## src/rtl/dma_addr_counter_if.sv

```systemverilog
// -----------------------------------------------------------------------------
// dma_addr_counter_if
// Groups the DMA address counter's control and status signals into a bundle.
//   master : the controlling side (drives loads, start/step, mode bits, stat_rd)
//   slave  : the address counter itself (drives addr_out, adstb, busy, tc,
//            tc_status)
// Parameters: NCH channels (channel selects are clog2(NCH) bits), AW address /
// word-count width.
// -----------------------------------------------------------------------------
interface dma_addr_counter_if #(
  parameter int NCH = 4,
  parameter int AW  = 16
);
  localparam int CW = (NCH > 1) ? $clog2(NCH) : 1;

  logic           load_en;
  logic [CW-1:0]  load_ch;
  logic [AW-1:0]  load_addr;
  logic [AW-1:0]  load_word;
  logic           start;
  logic [CW-1:0]  srv_ch;
  logic           step;
  logic           end_req;
  logic [NCH-1:0] addr_dec;
  logic [NCH-1:0] autoinit;
  logic           stat_rd;
  logic [AW-1:0]  addr_out;
  logic           adstb;
  logic           busy;
  logic           tc;
  logic [NCH-1:0] tc_status;

  modport master (
    output load_en, load_ch, load_addr, load_word, start, srv_ch, step,
           end_req, addr_dec, autoinit, stat_rd,
    input  addr_out, adstb, busy, tc, tc_status
  );

  modport slave (
    input  load_en, load_ch, load_addr, load_word, start, srv_ch, step,
           end_req, addr_dec, autoinit, stat_rd,
    output addr_out, adstb, busy, tc, tc_status
  );
endinterface

```

## src/rtl/dma_addr_counter.sv

```systemverilog
// -----------------------------------------------------------------------------
// dma_addr_counter
// Per-channel DMA address / word counters with a small service FSM
// (IDLE -> ADDR -> XFER). ADDR presents the full address with a one-cycle
// adstb; XFER counts steps, re-entering ADDR only when the upper address byte
// changes. A step that finds the word count at zero is the terminal count.
//
// Ports:
//   CLK         single clock, all state changes on its rising edge
//   RESET       asynchronous active-high reset
//   masterClear synchronous clear with the same effect as RESET
//   bus         dma_addr_counter_if.slave (loads, start/step/end_req, mode
//               bits, stat_rd in; addr_out, adstb, busy, tc, tc_status out)
//
// Build option: define DMA_AUTOINIT_EN to reload a channel's current address
// and word from its base registers on terminal count when autoinit[ch] = 1.
// -----------------------------------------------------------------------------
module dma_addr_counter #(
  parameter int NCH = 4,
  parameter int AW  = 16
) (
  input  logic                  CLK,
  input  logic                  RESET,
  input  logic                  masterClear,
  dma_addr_counter_if.slave     bus
);
  localparam int CW = (NCH > 1) ? $clog2(NCH) : 1;

  typedef enum logic [1:0] {IDLE, ADDR, XFER} state_t;

  state_t                   state;
  logic [CW-1:0]            act_ch;
  logic [NCH-1:0][AW-1:0]   base_addr;
  logic [NCH-1:0][AW-1:0]   base_word;
  logic [NCH-1:0][AW-1:0]   cur_addr;
  logic [NCH-1:0][AW-1:0]   cur_word;
  logic [AW-1:0]            addr_q;
  logic                     adstb_q;
  logic                     busy_q;
  logic                     tc_q;
  logic [NCH-1:0]           tc_status_q;

  // Next-step values of the active channel.
  logic [AW-1:0]  cur_a;
  logic [AW-1:0]  cur_w;
  logic [AW-1:0]  nxt_a;
  logic [AW-1:0]  nxt_w;
  logic           step_ok;
  logic           is_tc;
  logic           hi_change;
  logic [NCH-1:0] tc_set;

  // NOTE: every always_comb output gets a default first so no path can leave
  // it unassigned and infer a latch.
  always_comb begin
    tc_set    = '0;
    cur_a     = cur_addr[act_ch];
    cur_w     = cur_word[act_ch];
    nxt_a     = bus.addr_dec[act_ch] ? cur_a - AW'(1) : cur_a + AW'(1);
    nxt_w     = cur_w - AW'(1);
    step_ok   = (state == XFER) && bus.step;
    is_tc     = step_ok && (cur_w == '0);
    hi_change = (nxt_a[AW-1:8] != cur_a[AW-1:8]);
    if (is_tc) tc_set[act_ch] = 1'b1;
  end

  // NOTE: the counter arrays are state the outside world can observe after a
  // clear, so they are reset like any other register rather than left as
  // uninitialised storage.
  // NOTE: sequential state uses non-blocking assignments so every register
  // samples the pre-edge values regardless of statement order.
  always_ff @(posedge CLK or posedge RESET) begin
    if (RESET) begin
      state       <= IDLE;
      act_ch      <= '0;
      base_addr   <= '0;
      base_word   <= '0;
      cur_addr    <= '0;
      cur_word    <= '0;
      addr_q      <= '0;
      adstb_q     <= 1'b0;
      busy_q      <= 1'b0;
      tc_q        <= 1'b0;
      tc_status_q <= '0;
    end else if (masterClear) begin
      state       <= IDLE;
      act_ch      <= '0;
      base_addr   <= '0;
      base_word   <= '0;
      cur_addr    <= '0;
      cur_word    <= '0;
      addr_q      <= '0;
      adstb_q     <= 1'b0;
      busy_q      <= 1'b0;
      tc_q        <= 1'b0;
      tc_status_q <= '0;
    end else begin
      tc_q <= 1'b0;

      // Loads to the channel currently being serviced are dropped; since a
      // step only occurs while busy, a load and a step never hit one channel.
      for (int i = 0; i < NCH; i++) begin
        if (bus.load_en && (bus.load_ch == CW'(i)) &&
            !(busy_q && (act_ch == CW'(i)))) begin
          base_addr[i] <= bus.load_addr;
          base_word[i] <= bus.load_word;
          cur_addr[i]  <= bus.load_addr;
          cur_word[i]  <= bus.load_word;
        end
      end

      if (step_ok) begin
        cur_addr[act_ch] <= nxt_a;
        cur_word[act_ch] <= nxt_w;
`ifdef DMA_AUTOINIT_EN
        if (is_tc && bus.autoinit[act_ch]) begin
          cur_addr[act_ch] <= base_addr[act_ch];
          cur_word[act_ch] <= base_word[act_ch];
        end
`endif
      end

      // A TC set on the same edge as a status read survives the clear.
      tc_status_q <= (tc_status_q & ~{NCH{bus.stat_rd}}) | tc_set;

      case (state)
        IDLE: begin
          if (bus.start) begin
            act_ch  <= bus.srv_ch;
            addr_q  <= cur_addr[bus.srv_ch];
            adstb_q <= 1'b1;
            busy_q  <= 1'b1;
            state   <= ADDR;
          end
        end
        ADDR: begin
          adstb_q <= 1'b0;
          state   <= XFER;
        end
        XFER: begin
          if (bus.step) begin
            if (is_tc) begin
              tc_q   <= 1'b1;
              busy_q <= 1'b0;
              state  <= IDLE;
            end else if (bus.end_req) begin
              busy_q <= 1'b0;
              state  <= IDLE;
            end else begin
              addr_q <= nxt_a;
              if (hi_change) begin
                adstb_q <= 1'b1;
                state   <= ADDR;
              end
            end
          end
        end
        default: begin
          adstb_q <= 1'b0;
          busy_q  <= 1'b0;
          state   <= IDLE;
        end
      endcase
    end
  end

`ifndef DMA_AUTOINIT_EN
  // Without auto-initialise the base registers and autoinit bits have no reader.
  logic unused_autoinit;
  assign unused_autoinit = ^{bus.autoinit, base_addr, base_word};
`endif

  assign bus.addr_out  = addr_q;
  assign bus.adstb     = adstb_q;
  assign bus.busy      = busy_q;
  assign bus.tc        = tc_q;
  assign bus.tc_status = tc_status_q;
endmodule

```

## src/flat_wrapper.sv

```systemverilog
// flat-port wrapper written by rule: the top's interface ports become plain ports
module dma_addr_counter_flat 
#(
  parameter int NCH = 4,
  parameter int AW  = 16
)
  (CLK, RESET, masterClear, bus_load_en, bus_load_ch, bus_load_addr, bus_load_word, bus_start, bus_srv_ch, bus_step, bus_end_req, bus_addr_dec, bus_autoinit, bus_stat_rd, bus_addr_out, bus_adstb, bus_busy, bus_tc, bus_tc_status);
  dma_addr_counter_if #(.NCH(NCH), .AW(AW)) bus_i ();
  input  logic CLK;
  input  logic RESET;
  input  logic masterClear;
  input wire logic [$bits(bus_i.load_en)-1:0] bus_load_en;
  input wire logic [$bits(bus_i.load_ch)-1:0] bus_load_ch;
  input wire logic [$bits(bus_i.load_addr)-1:0] bus_load_addr;
  input wire logic [$bits(bus_i.load_word)-1:0] bus_load_word;
  input wire logic [$bits(bus_i.start)-1:0] bus_start;
  input wire logic [$bits(bus_i.srv_ch)-1:0] bus_srv_ch;
  input wire logic [$bits(bus_i.step)-1:0] bus_step;
  input wire logic [$bits(bus_i.end_req)-1:0] bus_end_req;
  input wire logic [$bits(bus_i.addr_dec)-1:0] bus_addr_dec;
  input wire logic [$bits(bus_i.autoinit)-1:0] bus_autoinit;
  input wire logic [$bits(bus_i.stat_rd)-1:0] bus_stat_rd;
  output wire logic [$bits(bus_i.addr_out)-1:0] bus_addr_out;
  output wire logic [$bits(bus_i.adstb)-1:0] bus_adstb;
  output wire logic [$bits(bus_i.busy)-1:0] bus_busy;
  output wire logic [$bits(bus_i.tc)-1:0] bus_tc;
  output wire logic [$bits(bus_i.tc_status)-1:0] bus_tc_status;
  assign bus_i.load_en = bus_load_en;
  assign bus_i.load_ch = bus_load_ch;
  assign bus_i.load_addr = bus_load_addr;
  assign bus_i.load_word = bus_load_word;
  assign bus_i.start = bus_start;
  assign bus_i.srv_ch = bus_srv_ch;
  assign bus_i.step = bus_step;
  assign bus_i.end_req = bus_end_req;
  assign bus_i.addr_dec = bus_addr_dec;
  assign bus_i.autoinit = bus_autoinit;
  assign bus_i.stat_rd = bus_stat_rd;
  assign bus_addr_out = bus_i.addr_out;
  assign bus_adstb = bus_i.adstb;
  assign bus_busy = bus_i.busy;
  assign bus_tc = bus_i.tc;
  assign bus_tc_status = bus_i.tc_status;
  dma_addr_counter #(.NCH(NCH), .AW(AW)) u_core (.CLK(CLK), .RESET(RESET), .masterClear(masterClear), .bus(bus_i));
endmodule
```

## config.mk

```make
export PLATFORM = sky130hd
export DESIGN_NAME = dma_addr_counter_flat
export DESIGN_NICKNAME = d
export VERILOG_FILES = /design/src/rtl/dma_addr_counter_if.sv /design/src/rtl/dma_addr_counter.sv /design/src/flat_wrapper.sv
export SDC_FILE = /design/constraint.sdc
export NUM_CORES = 1
export LEC_CHECK = 0
export BUFFER_PORTS_ARGS = -buffer_cell sky130_fd_sc_hd__buf_2
export CORE_MARGIN = 2
export CORE_UTILIZATION = 35
export CTS_CLUSTER_SIZE = 16
export DETAILED_ROUTE_END_ITERATION = 7
export GPL_ROUTABILITY_DRIVEN = 0
export GPL_TIMING_DRIVEN = 1
export HOLD_SLACK_MARGIN = 0.1
export PLACE_DENSITY = 0.58
export SYNTH_ARGS = -nofsm -noshare
export SYNTH_HDL_FRONTEND = slang
export SYNTH_SLANG_ARGS = --single-unit
```

## constraint.sdc

```tcl
create_clock -name CLK -period 10.2 [get_ports CLK]
set_clock_uncertainty 0.2 [all_clocks]
set_input_delay 2.04 -clock CLK [delete_from_list [all_inputs] [get_ports CLK]]
set_output_delay 2.04 -clock CLK [all_outputs]
set_load 0.05 [all_outputs]
```

==> qor.csv, run 1 <==
stage,metric,value,unit
placement,dp_cells,1356,
placement,io_buffers,70,
route,via_per_inst,5.72,
synth,synthTopCellsByArea,"dfrtp_1, a211oi_1, mux2i_1, mux4_2, nor2_1",
grt,antenna_found_initial,0,
setup_path,end_kind,flip-flop,
clock_network,ctsResizeCount,0,
setup_path,path_class,input pin to flip-flop,
grt,grt_max_degree,96,
clock_network,cts_max_path_buffers,2,
synth,ys_seq_area_share,38.4,%
route,postRouteAntennaNets,0,
timing,fmax,174,MHz
synth,ys_ff_latch,155,
final_layout,drive_gt1_share,19.0,%
timing,final-setup-viol-count,0,
grt,grt_pass1_wl,45.4,mm
route,vias,7937,
timing,rsz0062_at_grt,false,
clock_network,clock_latency,440,ps
die,die_w,174,µm
synth,syn_avg_cell_area,10.4,µm²
placement,dp_hpwl,16.9,mm
grt,grt_pass1_vias,7993,
route,routedWlPerCell,20.3,µm
route,drt_pass1_iterations,5,
clock_network,clkTransAtPathRegs,70,ps
synth,post_synth_num_cell_types,69,
die,rows,62,
timing,fin_setup_tns,0,ps
final_layout,area_growth,12.2,%
setup_path,arrival,5860,ps
flow_run,cap_viol_max_count,0,
route,wirelength,28.2,mm
route,drtIter0Drc,620,
timing,period_share,56.5,%
die,die_area,30200,µm²
pwr,pwr_density_cell,153,nW/µm²
setup_path,cp_data_required_time,10300,ps
grt,grt_use_total,19.0,%
clock_network,htreeDepth,4,
setup_path,critPathMaxFanout,18,
timing,worst_slew_pin_slew,1120,ps
timing,post-route-min-period,5760,ps
synth,netlist_instances,972,
die,coreArea,28500,µm²
clock_network,cts_hold_buffers,0,
grt,grt-ovfl-total,0,
clock_network,cts_tree,built,
synth,synth_top_area_share,38.4,%
synth,synth-edff-count,0,
pwr,ir_drop,0.0833,mV
timing,hold_viol_final,0,
pwr,leakage,4.56,nW
pwr,power.total,1.73,mW
min_path,hold_class,flip-flop to flip-flop,
synth,synth_area,10100,µm²
final_layout,layout.cells.non_filler,1388,
synth,synthesis.nets,1040,
final_layout,n_antenna_cell,0,
setup_path,startpoint_type,input pin,
final_layout,fin_nets,1059,
route,drcViolationCount,0,
synth,postSynth.asyncResetShare,100,%
die,start_util,35.4,%
clock_network,cts_buffers,17,
die,die_y,174,µm
synth,ys.flop_type,dfrtp_1,
die,io_pins,75,
clock_network,cts.sinks,155,
timing,slew_headroom,25.3,%
clock_network,post_cts_buffers,0,
clock_network,root_buffer,clkbuf_16,
status,status,finished clean,
timing,finalMaxSlewViolations,0,
synth,yosysTopAreaCell,dfrtp_1,
synth,yosysWarnings,0,
[metal layers]
metal	up-vias	wire [µm]	GRT usage, %
met4	0	528	6.23
met3	40	1220	2.87
met2	206	13500	30.9
li1	3712	-	-
met1	3979	13000	26.0
met5	-	0	0
[per-stage QoR]
step / setup WS [ps] / util, % / cell area [µm²] / hold slack, ps
after floorplan: 3780 / - / 10100 / 358
after global placement: 4020 / 37.6 / 10700 / 257
after global routing: 4260 / 39.7 / 11300 / 312
after detailed placement: 4020 / 37.6 / 10700 / 265
after CTS: 4470 / 39.7 / 11300 / 280
final: 4440 / 39.7 / 11300 / 270
[critical path, stage by stage]
cell	delay [ps]
buf_2	100
mux4_2	700
ha_1	460
nor2b_1	250
o2111a_1	260
o211ai_1	140
a211oi_1	770
xor2_1	120
or3_1	390
nor4_2	480
a31oi_1	140
[flip-flops by register name (all words and copies together) (netlist names)]
signal,flops
u_core.bus.busy,1
u_core.state,2
u_core.bus.adstb,1
u_core.bus.tc_status,4
u_core.bus.addr_out,16
u_core.cur_word,64
u_core.act_ch,2
u_core.bus.tc,1
u_core.cur_addr,64
[final cells by class]
class / instances / area (µm²)
clock buffers: 19 / 443
clock inverters: 13 / 166
fillers: 2853 / 17200
inverters: 11 / 46.3
multi-input cells: 723 / 5870
flip-flops and latches: 155 / 3880
well taps: 384 / 480
repair buffers: 83 / 450
[where the power goes]
| group | leakage (nW) | switching [mW] | internal (mW) | total, mW |
|---|---|---|---|---|
| clock | 0.290 | 0.279 | 0.394 | 0.673 |
| sequential | 2.12 | 0.0206 | 0.642 | 0.662 |
| combinational | 2.15 | 0.249 | 0.144 | 0.393 |
| total | 4.56 | 0.549 | 1.18 | 1.73 |
[cells by family after synthesis]
family	Yosys count	synth area share (%)
mux	152	21.3
compound gates	261	18.5
xor+xnor	30	3.08
fa+ha+maj	16	2.06
flops	155	38.4
simple gates	264	12.5
buf+inv	94	4.16
[cell usage after synthesis (11+ instances only)]
master / instances
a211oi_1: 154
a21oi_1: 22
a22oi_1: 13
buf_2: 15
clkbuf_1: 52
dfrtp_1: 155
ha_1: 15
inv_1: 11
mux2i_1: 102
mux4_2: 42
nand2_1: 49
nor2_1: 124
nor2b_1: 32
o21ai_0: 33
xnor2_1: 13
xor2_1: 13
[final timing paths]
path | startpoint | endpoint | slack, ps | depth (start not counted)
worst min-delay path | u_core.bus.addr_out[9] | u_core.bus.addr_out[9] | 270 | 2
worst max-delay path | bus_addr_dec[3] | u_core.bus.adstb | 4440 | 11
worst max register to register | u_core.act_ch[0] | u_core.bus.adstb | 5120 | 11
min in group asynchronous | RESET | u_core.cur_word[26] | 1590 | 2
max in group asynchronous | RESET | u_core.cur_addr[43] | 6850 | 3
worst min register to register | u_core.bus.addr_out[9] | u_core.bus.addr_out[9] | 270 | 2
[layout by cell type, fill, tap and decap left out, drive strengths merged, types with 19 or more instances in the layout]
master  count
buf        83
o21ai      33
nor2b      32
mux4       48
dfrtp     155
nor2      126
a211oi    158
mux2i     102
clkbuf     19
nand2      49
a21oi      23
Note: power is estimated with default switching activity, not from simulation.
==> run 2, diff against run 1 <==
--- a/config.mk
+++ b/config.mk
@@ -5,6 +5,7 @@
 export SDC_FILE = /design/constraint.sdc
 export NUM_CORES = 1
 export LEC_CHECK = 0
+export ABC_AREA = 1
 export BUFFER_PORTS_ARGS = -buffer_cell sky130_fd_sc_hd__buf_2
 export CORE_MARGIN = 2
 export CORE_UTILIZATION = 35
@@ -13,7 +14,7 @@
 export GPL_ROUTABILITY_DRIVEN = 0
 export GPL_TIMING_DRIVEN = 1
 export HOLD_SLACK_MARGIN = 0.1
-export PLACE_DENSITY = 0.58
+export PLACE_DENSITY = 0.6
 export SYNTH_ARGS = -nofsm -noshare
 export SYNTH_HDL_FRONTEND = slang
 export SYNTH_SLANG_ARGS = --single-unit
==> constraint.sdc (replaced) <==
create_clock -name CLK -period 5.2 [get_ports CLK]
set_clock_uncertainty 0.2 [all_clocks]
set_input_delay 1.04 -clock CLK [delete_from_list [all_inputs] [get_ports CLK]]
set_output_delay 1.04 -clock CLK [all_outputs]
set_load 0.05 [all_outputs]
==> run 2 against run 1 <==
First-iteration DRC count increased by 64%. Critical path type is now flip-flop to flip-flop. Cell area increased by 4.6%. Sequential power increased by 100%. Worst hold slack improved by 4.0 ps. Via count increased by 28%.
==> qor.csv, run 2 <==
stage,metric,value,unit,change
pwr,pwr_density_cell,329,nW/µm²,was 153 nW/µm²
synth,ys.flop_type,dfrtp_1,,unchanged
die,start_util,35.6,%,was 35.4%
min_path,hold_class,flip-flop to flip-flop,,unchanged
placement,dp_cells,1854,,was 1356
clock_network,cts_buffers,17,,unchanged
die,coreArea,29700,µm²,was 28500 µm²
route,drt_pass1_iterations,6,,was 5
setup_path,worstReg2RegEnd,u_core.bus.adstb,,unchanged
clock_network,clkTransAtPathRegs,70,ps,about the same
synth,synth_compound_area_share,24.0,%,was 18.5%
final_layout,fin_nets,1551,,was 1059
synth,synth.area.mux_share,6.25,%,was 21.3%
synth,post_synth_num_cell_types,53,,was 69
die,io_pins,75,,unchanged
setup_path,path_class,flip-flop to flip-flop,,was input pin to flip-flop
setup_path,path_cells,"inv_2, nand2_2, nor2_1, nor3_2, inv_1, ha_1, a21oi_1, nor2_1, o21ai_0, nand4_1, nand2_1, nand2_1, nand2_1, nand3_1, nor2_1, nand2_1, nand4_1, nand2_1",,"was buf_2, mux4_2, ha_1, nor2b_1, o2111a_1, o211ai_1, a211oi_1, xor2_1, or3_1, nor4_2, a31oi_1"
final_layout,drive_gt1_share,10.9,%,was 19.0%
min_path,hp-start,u_core.bus.adstb,,was u_core.bus.addr_out[9]
timing,fin_setup_tns,0,ps,unchanged
setup_path,arrival,4630,ps,was 5860 ps
pwr,p_int,2.45,mW,was 1.18 mW
synth,synth-edff-count,0,,unchanged
route,wirelength,33.9,mm,was 28.2 mm
route,drtIter0Drc,1017,,was 620
synth,syn_avg_cell_area,7.25,µm²,was 10.4 µm²
clock_network,cts.sinks,155,,unchanged
min_path,min_to,u_core.bus.adstb,,was u_core.bus.addr_out[9]
synth,synthesis.nets,1526,,was 1040
final_layout,layout_commonest_cell,nand2_1,,
grt,antenna_found_initial,0,,unchanged
synth,synth-simple-area-share,18.2,%,was 12.5%
clock_network,htreeDepth,4,,unchanged
route,vias,10100,,was 7937
timing,hold_viol_final,0,,unchanged
clock_network,clock_latency,450,ps,was 440 ps
synth,yosysWarnings,0,,unchanged
setup_path,startpoint_type,flip-flop,,was input pin
status,status,finished clean,,unchanged
placement,dp_hpwl,21.4,mm,was 16.9 mm
synth,synth_fa_ha_area_share,1.96,%,was 2.06%
route,postRouteAntennaNets,0,,unchanged
clock_network,post_cts_buffers,0,,unchanged
synth,synthTopCellsByArea,"dfrtp_1, nand2_1, o21ai_0, a21oi_1, inv_1",,"was dfrtp_1, a211oi_1, mux2i_1, mux4_2, nor2_1"
synth,ys_ff_latch,155,,unchanged
grt,grt_pass1_wl,53.1,mm,was 45.4 mm
pwr,pwr-share-clk,35.2,%,was 39.0%
final_layout,final_cell_mix,"nand2_1, inv_1, o21ai_0",,"was a211oi_1, dfrtp_1, nor2_1"
die,rows,63,,was 62
setup_path,rr_startpoint,u_core.act_ch[1],,was u_core.act_ch[0]
synth,netlist_instances,1458,,was 972
synth,postSynth.asyncResetShare,100,%,unchanged
clock_network,root_buffer,clkbuf_16,,unchanged
synth,yosysMostFrequentCell,nand2_1,,was dfrtp_1
setup_path,r2r_cells,18,,was 11
grt,grt_max_degree,156,,was 96
synth,yosysTopAreaCell,dfrtp_1,,unchanged
timing,finalMaxSlewViolations,0,,unchanged
placement,io_buffers,70,,unchanged
timing,worst_slew_pin_slew,1270,ps,was 1120 ps
timing,post-route-min-period,4480,ps,
placement,dpl-instance-area,11200,µm²,was 10700 µm²
setup_path,crit_slowest_cell,dfrtp_1,,was a211oi_1
timing,rsz0062_at_grt,false,,unchanged
grt,grt-ovfl-total,0,,unchanged
setup_path,ff2ff_setup_slack,720,ps,was 5120 ps
pwr,p_switching,1.45,mW,was 0.549 mW
setup_path,critPathMaxFanout,16,,was 18
final_layout,n_fill_cell,3087,,was 2853
pwr,seqPwrFrac,34.3,%,was 38.3%
pwr,leakage,6.68,nW,was 4.56 nW
final_layout,n_antenna_cell,0,,unchanged
synth,synth_top_area_share,36.7,%,was 38.4%
final_layout,multi_input_area,5470,µm²,was 5870 µm²
timing,slew_headroom,14.9,%,was 25.3%
setup_path,end_kind,flip-flop,,unchanged
timing,fmax,223,MHz,
synth,synth-xor-area-share,1.33,%,was 3.08%
flow_run,cap_viol_max_count,0,,unchanged
route,drcViolationCount,0,,unchanged
final_layout,layout.cells.non_filler,1886,,was 1388
die,die_area,31600,µm²,was 30200 µm²
pwr,p_sw_share,37.2,%,was 31.7%
die,die_y,178,µm,was 174 µm
clock_network,ctsResizeCount,0,,unchanged
timing,period_share,86.2,%,
min_path,holdPathStages,2,,unchanged
synth,synth_top_family_by_area,compound AO/OA/AOI/OAI gates,,was multiplexers
final_layout,area_growth,12.1,%,was 12.2%
synth,ys_top_cells_by_count,"nand2_1, inv_1, o21ai_0",,"was dfrtp_1, a211oi_1, nor2_1"
route,via_per_inst,5.38,,was 5.72
synth,synth_area,10600,µm²,was 10100 µm²
grt,grt_use_total,22.0,%,was 19.0%
die,die_w,178,µm,was 174 µm
setup_path,max_stage_delay,560,ps,was 770 ps
grt,grt_pass1_vias,9449,,was 7993
setup_path,cp_data_required_time,5350,ps,was 10300 ps
pwr,ir_drop,0.245,mV,was 0.0833 mV
timing,final-setup-viol-count,0,,unchanged
synth,ys_seq_area_share,36.7,%,was 38.4%
clock_network,cts_tree,built,,unchanged
clock_network,cts_hold_buffers,0,,unchanged
setup_path,cp_common_cell,nand2_1,,
route,routedWlPerCell,18.0,µm,was 20.3 µm
final_layout,seq_area,3880,µm²,about the same
clock_network,cts_max_path_buffers,2,,unchanged
pwr,power.share.combinational,30.6,%,was 22.7%
final_layout,fin_area,11900,µm²,was 11300 µm²
-- run 2: changes by cell type after synthesis, sizes merged, moves of 13 or more --
cell,change
o21ai,+181
mux4,-48
nand4,+13
nor2b,-32
nand3,+52
nand2,+227
a211oi,-150
inv,+211
o22ai,+20
mux2i,-36
nor2,-50
a21oi,+147
-- run 2: power groups by stage --
stage	registers (mW)	logic, mW	clock network [mW]
finish	1.33	1.19	1.37
global placement	1.35	1.16	0
floorplan	1.42	0.784	0
detailed placement	1.36	1.17	0
CTS	1.33	1.18	1.39
global route	1.34	1.32	1.44
-- run 2: per-layer routing --
| layer | share of wire [%] | track usage, % | vias up |
|---|---|---|---|
| met5 | 0 | 0 | - |
| met4 | 1.7 | 6.08 | 0 |
| met3 | 8.2 | 4.11 | 50 |
| met2 | 46 | 35.7 | 452 |
| met1 | 44 | 29.9 | 4730 |
| li1 | - | - | 4908 |
-- run 2: metrics by stage --
| step | hold slack, ps | utilization, % | total power, mW | setup slack [ps] |
|---|---|---|---|---|
| global route | 301 | 39.9 | 4.10 | 409 |
| floorplan | 241 | - | 2.21 | 1640 |
| finish | 274 | 39.9 | 3.89 | 717 |
| CTS | 281 | 39.9 | 3.90 | 753 |
| global placement | 257 | 37.7 | 2.52 | 586 |
| detailed placement | 265 | 37.7 | 2.53 | 591 |
-- run 2: area by class of cell --
cell class | instances | share of cell area, %
multi-input combinational | 998 | 46.2
sequential | 155 | 32.7
inverter | 223 | 7.10
timing repair buffer | 88 | 4.54
tap | 390 | 4.12
clock buffer | 19 | 3.74
clock inverter | 13 | 1.60
-- run 2: cell families (layout without fill, tap and decap cells) --
group	Yosys count	in the layout
fa+ha+maj	16	16
flops	155	155
buf+inv	305	343
mux	66	66
xor+xnor	16	16
compound gates	455	455
simple gates	445	445
-- run 2: worst max-delay path by stage --
stage                     slack (ps)          endpoint             start  depth (start not counted)
after floorplan                 1640  u_core.bus.adstb   bus_addr_dec[1]                         19
final                            720  u_core.bus.adstb  u_core.act_ch[1]                         18
after global placement           590  u_core.bus.adstb   bus_addr_dec[1]                         18
after global routing             410  u_core.bus.adstb  u_core.act_ch[1]                         18
after detailed placement         590  u_core.bus.adstb   bus_addr_dec[1]                         18
after CTS                        750  u_core.bus.adstb  u_core.act_ch[1]                         18
-- run 2: worst max-delay path, delay by kind of cell, from the launching register on --
| kind | cells | cell delay, ps |
|---|---|---|
| AO/OA/AOI/OAI | 2 | 520 |
| adder cells (fa/ha/maj) | 1 | 460 |
| buffers and inverters | 2 | 500 |
| flip-flops | 1 | 560 |
| AND/OR/NAND/NOR | 13 | 2140 |
